**config.mk**
```make
export PLATFORM = sky130hd
export DESIGN_NAME = mem_stage
export DESIGN_NICKNAME = d
export VERILOG_FILES = /design/src/rtl/mem_stage.sv
export SDC_FILE = /design/constraint.sdc
export NUM_CORES = 1
export LEC_CHECK = 0
export ABC_AREA = 1
export CORE_MARGIN = 1.5
export CORE_UTILIZATION = 50
export DETAILED_ROUTE_END_ITERATION = 10
export PLACE_DENSITY = 0.87
export SLEW_MARGIN = 20
export SYNTH_ARGS = -nofsm -noshare
export SYNTH_HDL_FRONTEND = slang
export SYNTH_SLANG_ARGS = --single-unit
```
**constraint.sdc**
```tcl
create_clock -name clk -period 12 [get_ports clk]
set_input_delay 1.8 -clock clk [delete_from_list [all_inputs] [get_ports clk]]
set_output_delay 1.8 -clock clk [all_outputs]
set_load 0.03 [all_outputs]
```
**src/rtl/mem_stage.sv**
```systemverilog
// rtl/mem_stage.sv - memory-access pipeline stage with single-outstanding req/ack data bus
//
// Ports:
//   clk, rst                  clock, asynchronous active-high reset
//   enabled                   one-cycle start pulse from the controller
//   instr_in, alu_result,     executed instruction, effective address / result,
//   store_data                and rs2 store value, latched on start
//   mem_read, mem_write,      load / store flags, access size (0 byte, 1 half,
//   mem_size, mem_unsigned    2 word) and zero-extend select for loads
//   mem_req, mem_we,          data-memory request, held stable until mem_ack
//   mem_addr, mem_wdata,
//   mem_wstrb
//   mem_ack, mem_rdata        one-cycle completion with read data in the same cycle
//   instr_out, data_out       latched instruction and result for the write stage
//   misaligned, bus_err       sticky status of the last operation
//   completed                 results valid; drops in the cycle a new start arrives

package mem_stage_pkg;
    typedef struct packed {
        logic [31:0] word;
        logic [4:0]  rd;
        logic        rd_we;
    } instr_t;
endpackage

module mem_stage
    import mem_stage_pkg::*;
#(
    parameter int ADDR_W  = 32,
    parameter int TIMEOUT = 0
) (
    input  logic              clk,
    input  logic              rst,
    input  logic              enabled,
    input  instr_t            instr_in,
    input  logic [31:0]       alu_result,
    input  logic [31:0]       store_data,
    input  logic              mem_read,
    input  logic              mem_write,
    input  logic [1:0]        mem_size,
    input  logic              mem_unsigned,
    output logic              mem_req,
    output logic              mem_we,
    output logic [ADDR_W-1:0] mem_addr,
    output logic [31:0]       mem_wdata,
    output logic [3:0]        mem_wstrb,
    input  logic              mem_ack,
    input  logic [31:0]       mem_rdata,
    output instr_t            instr_out,
    output logic [31:0]       data_out,
    output logic              misaligned,
    output logic              bus_err,
    output logic              completed
);

    typedef enum logic [1:0] {IDLE, ACCESS, DONE} state_t;

    localparam logic [31:0] TMO = TIMEOUT;

    state_t            state_q, state_d;
    instr_t            instr_q, instr_d;
    logic [31:0]       alu_q, alu_d;
    logic [1:0]        size_q, size_d;
    logic              uns_q, uns_d;
    logic              mem_req_q, mem_req_d;
    logic              mem_we_q, mem_we_d;
    logic [ADDR_W-1:0] mem_addr_q, mem_addr_d;
    logic [31:0]       mem_wdata_q, mem_wdata_d;
    logic [3:0]        mem_wstrb_q, mem_wstrb_d;
    logic [31:0]       data_out_q, data_out_d;
    logic              misaligned_q, misaligned_d;
    logic              bus_err_q, bus_err_d;
    logic              done_q, done_d;
    logic [31:0]       cnt_q, cnt_d;

    logic              start;
    logic [1:0]        off;
    logic              mis_in;
    logic [31:0]       lane;
    logic [31:0]       load_val;

    // A start pulse arriving mid-access is a protocol violation and is dropped.
    assign start  = enabled && (state_q != ACCESS);
    assign off    = alu_result[1:0];
    // Size 3 is not a legal encoding; it is treated like a word access.
    assign mis_in = ((mem_size == 2'd1) && off[0]) ||
                    ((mem_size >= 2'd2) && (off != 2'd0));

    // Bring the addressed lane down to bit 0, then extend.
    assign lane = mem_rdata >> {alu_q[1:0], 3'b000};

    always_comb begin
        load_val = mem_rdata;
        case (size_q)
            2'd0:    load_val = uns_q ? {24'd0, lane[7:0]}  : {{24{lane[7]}}, lane[7:0]};
            2'd1:    load_val = uns_q ? {16'd0, lane[15:0]} : {{16{lane[15]}}, lane[15:0]};
            default: load_val = mem_rdata;
        endcase
    end

    always_comb begin
        state_d      = state_q;
        instr_d      = instr_q;
        alu_d        = alu_q;
        size_d       = size_q;
        uns_d        = uns_q;
        mem_req_d    = mem_req_q;
        mem_we_d     = mem_we_q;
        mem_addr_d   = mem_addr_q;
        mem_wdata_d  = mem_wdata_q;
        mem_wstrb_d  = mem_wstrb_q;
        data_out_d   = data_out_q;
        misaligned_d = misaligned_q;
        bus_err_d    = bus_err_q;
        done_d       = done_q;
        cnt_d        = cnt_q;

        if (start) begin
            instr_d      = instr_in;
            alu_d        = alu_result;
            size_d       = mem_size;
            uns_d        = mem_unsigned;
            done_d       = 1'b0;
            misaligned_d = 1'b0;
            bus_err_d    = 1'b0;
            cnt_d        = 32'd0;
            if (!(mem_read || mem_write)) begin
                state_d    = DONE;
                done_d     = 1'b1;
                data_out_d = alu_result;
            end else if (mis_in) begin
                state_d      = DONE;
                done_d       = 1'b1;
                misaligned_d = 1'b1;
                data_out_d   = 32'd0;
            end else begin
                state_d    = ACCESS;
                mem_req_d  = 1'b1;
                mem_we_d   = mem_write;
                mem_addr_d = {alu_result[ADDR_W-1:2], 2'b00};
                if (mem_write) begin
                    case (mem_size)
                        2'd0: begin
                            mem_wstrb_d = 4'b0001 << off;
                            mem_wdata_d = store_data << {off, 3'b000};
                        end
                        2'd1: begin
                            mem_wstrb_d = 4'b0011 << off;
                            mem_wdata_d = store_data << {off, 3'b000};
                        end
                        default: begin
                            mem_wstrb_d = 4'b1111;
                            mem_wdata_d = store_data;
                        end
                    endcase
                end else begin
                    mem_wstrb_d = 4'b0000;
                    mem_wdata_d = 32'd0;
                end
            end
        end else if (state_q == ACCESS) begin
            if (mem_ack) begin
                state_d     = DONE;
                done_d      = 1'b1;
                mem_req_d   = 1'b0;
                mem_we_d    = 1'b0;
                mem_wstrb_d = 4'b0000;
                data_out_d  = mem_we_q ? alu_q : load_val;
            end else if ((TMO != 32'd0) && ((cnt_q + 32'd1) >= TMO)) begin
                // This cycle is the TIMEOUT-th request cycle without an ack.
                state_d     = DONE;
                done_d      = 1'b1;
                mem_req_d   = 1'b0;
                mem_we_d    = 1'b0;
                mem_wstrb_d = 4'b0000;
                bus_err_d   = 1'b1;
                data_out_d  = 32'd0;
            end else begin
                cnt_d = cnt_q + 32'd1;
            end
        end
    end

    always_ff @(posedge clk or posedge rst) begin
        if (rst) begin
            state_q      <= IDLE;
            instr_q      <= '0;
            alu_q        <= 32'd0;
            size_q       <= 2'd0;
            uns_q        <= 1'b0;
            mem_req_q    <= 1'b0;
            mem_we_q     <= 1'b0;
            mem_addr_q   <= '0;
            mem_wdata_q  <= 32'd0;
            mem_wstrb_q  <= 4'd0;
            data_out_q   <= 32'd0;
            misaligned_q <= 1'b0;
            bus_err_q    <= 1'b0;
            done_q       <= 1'b0;
            cnt_q        <= 32'd0;
        end else begin
            state_q      <= state_d;
            instr_q      <= instr_d;
            alu_q        <= alu_d;
            size_q       <= size_d;
            uns_q        <= uns_d;
            mem_req_q    <= mem_req_d;
            mem_we_q     <= mem_we_d;
            mem_addr_q   <= mem_addr_d;
            mem_wdata_q  <= mem_wdata_d;
            mem_wstrb_q  <= mem_wstrb_d;
            data_out_q   <= data_out_d;
            misaligned_q <= misaligned_d;
            bus_err_q    <= bus_err_d;
            done_q       <= done_d;
            cnt_q        <= cnt_d;
        end
    end

    assign mem_req    = mem_req_q;
    assign mem_we     = mem_we_q;
    assign mem_addr   = mem_addr_q;
    assign mem_wdata  = mem_wdata_q;
    assign mem_wstrb  = mem_wstrb_q;
    assign instr_out  = instr_q;
    assign data_out   = data_out_q;
    assign misaligned = misaligned_q;
    assign bus_err    = bus_err_q;
    assign completed  = done_q && !enabled;

endmodule

```
* Word level (Yosys, flattened, before mapping) *
Cells that the tools add are included.

storage, ports and cells
  register bits after elaboration = 177
  word-level logic and storage cells = 82
  input bits = 143

cells by class
  mux-type cells = 37
  shift operators = 4
  reduce and logical (&&, ||, !) cells = 17
  bitwise logic cells = 1
  $lt $le $gt $ge = 1
  equal/unequal tests = 7

operators by type and width
  kind                                                                      number
  32-bit 2-to-1 mux                                                         10
  32-bit case mux with 2 select lines                                       1
  32-bit by 5-bit << shifter with 32-bit output                             1
  32-bit by 5-bit right shift with 16-bit output                            1
  4-bit 2-to-1 mux                                                          6
  1-bit 2-to-1 mux                                                          14
  2-bit 2-to-1 mux                                                          5
  4-bit case mux with 2 select lines                                        1
  2-bit by 1-bit == test with 1-bit output (second input constant)          3
  3-bit AND reduction                                                       2
  2-bit nonzero test                                                        3
  1-bit logical AND                                                         4
  2-bit logical NOT                                                         2
  2-bit by 1-bit inequality test with 1-bit output (second input constant)  2
  4-bit AND reduction                                                       1
  1-bit by 2-bit << shifter with 4-bit output (first input constant)        1
  2-bit by 2-bit << shifter with 4-bit output (first input constant)        1
  3-bit inequality test (second input constant)                             1
  2-bit greater-or-equal comparator (second input constant)                 1
  1-bit logical OR                                                          2
  2-bit inequality test (second input constant)                             1
  2-bit AND reduction                                                       1
  2-bit OR reduction                                                        1
  1-bit logical NOT                                                         1
  1-bit inverter                                                            1

* Logic depth before layout (Yosys ltp) *
  word-level depth = 7
  mapped depth = 11
  mapped depth without buffers = 8

* Least setup slack after synthesis *
OpenSTA, ideal clock, no wires.

  path kind = input to output
  start point = input enabled
  end point = output completed
  data required time = 10200 ps
  buffers on the path = 0
  path slack = 7987 ps
  arrival = 2213 ps
  stages = 1
  cells stage by stage = nor2_1

between the ends
  cells in the longest elaborated chain, start to end = 2

RTL lines
  item                line  text
  start: declaration  34    input logic enabled,
  1-bit logical NOT   229   assign completed = done_q && !enabled;
  1-bit logical AND   229
  end: declaration    53    output logic completed

No other way between the ends.

* Worst setup path in the final report *
Ends and elaborated chain as after synthesis.

==> impl_metrics.prom <==
# TYPE chip_impl_metric gauge
chip_impl_info{name="run_status",value="finished clean"} 1
chip_impl_metric{name="ys_ff_latch",unit=""} 176
chip_impl_metric{name="clk_path_buf_depth",unit=""} 2
chip_impl_metric{name="remaining_drc_errors",unit=""} 0
chip_impl_metric{name="routed_wirelength",unit="um"} 26200
chip_impl_metric{name="synth-seq-area-share",unit="%"} 52.0
chip_impl_metric{name="max_slew_margin",unit="%"} 34.7
chip_impl_info{name="worstReg2RegStart",value="state_q[1]"} 1
chip_impl_info{name="commonest_cells_after_routing_fill_and_taps_aside",value="sky130_fd_sc_hd__nand2_1 (310), sky130_fd_sc_hd__clkdlybuf4s50_1 (282), sky130_fd_sc_hd__dfrtp_1 (175)"} 1
chip_impl_metric{name="antenna_violating_nets_post_route",unit=""} 0
chip_impl_metric{name="io_buffers",unit=""} 282
chip_impl_metric{name="hold_buf_count_cts",unit=""} 0
chip_impl_metric{name="peakVddDrop",unit="mV"} 0.120
chip_impl_metric{name="p_total",unit="mW"} 2.26
chip_impl_metric{name="grt_use_total",unit="%"} 30.0
chip_impl_metric{name="insertion_delay",unit="ps"} 440
chip_impl_metric{name="seq_area",unit="mm^2"} 0.00441
chip_impl_metric{name="cellLeakagePower",unit="nW"} 5.48
chip_impl_metric{name="grt_overflow",unit=""} 0
chip_impl_metric{name="design.core.area",unit="mm^2"} 0.0166
chip_impl_metric{name="worst_ep_required_time",unit="ps"} 10200
chip_impl_metric{name="fmaxAchievable",unit="GHz"} 0.203
chip_impl_metric{name="register_clock_pin_slew_on_the_reported_worst_setup_and_hold_paths",unit="ps"} 60
chip_impl_metric{name="worstRegToRegCells",unit=""} 7
chip_impl_metric{name="cts-buffers-inserted",unit=""} 17
chip_impl_metric{name="cts.sinks",unit=""} 176
chip_impl_metric{name="die_width",unit="um"} 133
chip_impl_metric{name="critPathArrivalTime",unit="ps"} 3140
chip_impl_metric{name="critical_path_peak_fanout",unit=""} 3
chip_impl_metric{name="worst-slew-pin-transition",unit="ps"} 980
chip_impl_info{name="critical_path_cell_list",value="clkdlybuf4s50_1, nor2_1, clkdlybuf4s50_1"} 1
chip_impl_metric{name="drv.max_cap_violation_count",unit=""} 0
chip_impl_metric{name="cell_count_after_synthesis",unit=""} 1067
chip_impl_metric{name="finish.net_count",unit=""} 1445
chip_impl_metric{name="gp_routability_congestion",unit=""} 0.886
chip_impl_metric{name="grt_first_pass_wirelength",unit="um"} 41900
chip_impl_metric{name="vias_per_cell",unit=""} 5.50
chip_impl_metric{name="resized_after_cts",unit=""} 0
chip_impl_metric{name="antenna_cells_inserted",unit=""} 0
chip_impl_metric{name="hold-path-cell-count",unit=""} 2
chip_impl_metric{name="number_of_global_route_vias_before_repair",unit=""} 8224
chip_impl_metric{name="vias",unit=""} 8438
chip_impl_metric{name="postLayoutCoreUtil",unit="%"} 71.5
chip_impl_metric{name="finalNonFillerCells",unit=""} 1535
chip_impl_metric{name="die_height",unit="um"} 133
chip_impl_info{name="crit-reg2reg-capture",value="data_out[1]"} 1
chip_impl_metric{name="synthesis.yosys.warnings",unit=""} 0
chip_impl_metric{name="placementRows",unit=""} 47
chip_impl_metric{name="post-place-cells",unit=""} 1502
chip_impl_metric{name="post-route-period-util",unit="%"} 41.1
chip_impl_metric{name="power.density",unit="mW/mm^2"} 190
chip_impl_info{name="critical_path.endpoint_type",value="output pin"} 1
chip_impl_metric{name="postSynthAreaPerCell",unit="um^2"} 7.94
chip_impl_metric{name="nFillCells",unit=""} 1271
chip_impl_metric{name="area_growth",unit="%"} 40.0
chip_impl_metric{name="first_iteration_detailed_routing_drc_count",unit=""} 825
chip_impl_metric{name="initial_cell_density_of_the_core",unit="%"} 51.1
chip_impl_info{name="timing.critical_path.from_type",value="primary input"} 1
chip_impl_info{name="most_frequent_standard_cell_in_the_layout_excluding_fill_and_tap_cells",value="sky130_fd_sc_hd__nand2_1"} 1
chip_impl_metric{name="worst_clock_skew",unit="ps"} 11.8
chip_impl_metric{name="multi_input_combinational_cell_area",unit="mm^2"} 0.00346
chip_impl_metric{name="post-cts-setup-buffer-count",unit=""} 0
chip_impl_metric{name="average_detailed_routed_wire_length_per_instance",unit="um"} 17.1
chip_impl_metric{name="ios",unit=""} 286
chip_impl_info{name="cts_tree",value="yes"} 1
chip_impl_metric{name="timing_hold_violations_final",unit=""} 0
chip_impl_metric{name="timing.reg2reg.setup_slack",unit="ps"} 8980
chip_impl_metric{name="setup_viol",unit=""} 0
chip_impl_metric{name="timing.critical_path.slowest_cell_delay",unit="ps"} 680
chip_impl_metric{name="syn_area",unit="mm^2"} 0.00847
chip_impl_info{name="critPathSlowestCell",value="sky130_fd_sc_hd__clkdlybuf4s50_1"} 1
chip_impl_metric{name="synth_cell_type_count",unit=""} 31
chip_impl_metric{name="grt_start_max_net_pins",unit=""} 107
chip_impl_metric{name="drt_pass1_iterations",unit=""} 6
chip_impl_metric{name="number_of_antenna_violations_at_the_first_check_in_global_routing",unit=""} 0
chip_impl_info{name="clock_tree.root_cell",value="sky130_fd_sc_hd__clkbuf_16"} 1
chip_impl_metric{name="post_route_cells_drive_above_1_share",unit="%"} 4.26
chip_impl_metric{name="placed_wire_length_estimate_after_detailed_placement",unit="um"} 17600
chip_impl_info{name="path_common_cell",value="sky130_fd_sc_hd__clkdlybuf4s50_1"} 1
chip_impl_info{name="timing.hold.worst_endpoint",value="alu_q[9]"} 1
chip_impl_info{name="hp-start",value="alu_q[9]"} 1
chip_impl_metric{name="htree_levels",unit=""} 4
chip_impl_metric{name="period_minus_slack",unit="ps"} 4940
chip_impl_info{name="hold_class",value="register to register"} 1
chip_impl_metric{name="fin_setup_tns",unit="ps"} 0
chip_impl_metric{name="final-max-slew-violation-count",unit=""} 0
chip_impl_metric{name="dieArea",unit="mm^2"} 0.0177
chip_impl_info{name="rsz_0062_raised_after_global_routing",value="false"} 1
chip_impl_info{name="critPathKind",value="primary input to output pin"} 1
-- state kept, by name, indices dropped and copies added (netlist names), 2 cells and up --
register,cells
state_q,2
alu_q,32
mem_addr,30
instr_out,38
data_out,32
mem_wdata,32
size_q,2
mem_wstrb,4
-- critical path, delay by kind of cell --
family / cells / cell delay, ps
buf+inv: 2 / 1180
simple gates: 1 / 150
-- cell usage after synthesis (all sizes together) --
cell	number	area (um^2)
nand4	2	12.5
o22ai	16	100
buf	45	249
o31ai	9	67.6
nand2	311	1170
dfrtp	176	4400
a22oi	8	60.1
a21o	8	60.1
nor3	26	130
o211ai	6	45.0
inv	67	252
nand3	73	388
conb	1	3.75
o21ai	147	743
a21oi	68	352
clkbuf	29	109
nor2	67	269
clkinv	1	8.76
a31oi	7	43.8
-- power by group --
| group | internal, mW | switching (mW) |
|---|---|---|
| combinational | 0.351 | 0.547 |
| sequential | 0.731 | 0.0911 |
| clock | 0.298 | 0.240 |
-- cell families (layout without fill, tap and decap cells) --
| kind of cell | count (synthesis) | after routing | share of synthesized area [%] |
|---|---|---|---|
| AO/OA/AOI/OAI | 269 | 269 | 17.4 |
| flip-flops | 176 | 176 | 52.0 |
| buffers and inverters | 142 | 388 | 7.30 |
| AND/OR/NAND/NOR | 479 | 479 | 23.3 |
| other | 1 | 3 | 0.0443 |
-- cell type report --
class                      count  area share (%)
multi-input combinational    751            29.2
inverter                      68            2.26
clock buffer                  21            3.88
tap                          220            2.32
sequential                   176            37.2
clock inverter                11           0.876
timing repair buffer         288            24.3
-- worst max-delay path by stage --
| stage | start | end | cells past startpoint |
|---|---|---|---|
| after floorplan | rst | alu_q[0] | 1 |
| after global placement | mem_size[1] | data_out[5] | 9 |
| after detailed placement | mem_size[1] | data_out[1] | 9 |
| after CTS | mem_size[1] | data_out[1] | 9 |
| after global routing | enabled | completed | 3 |
| final | enabled | completed | 3 |
-- metal layers --
layer  vias to the layer above  share of wire [%]  GRT usage, %
li1                       3986                  -             -
met1                      3959                 40          38.8
met2                       433                 47          47.0
met3                        60                 10          10.4
met4                         0                2.9          11.4
met5                         -                  0             0
-- through the flow --
stage	setup WS [ps]	hold slack, ps	cell area [um^2]
3_3_place_gp	6680	456	11300
3_5_place_dp	6530	463	11300
2_1_floorplan	5430	443	8480
6_report	7060	473	11900
5_1_grt	6980	496	11900
4_1_cts	6950	479	11800
No activity file was read; power rests on OpenSTA's default activity.
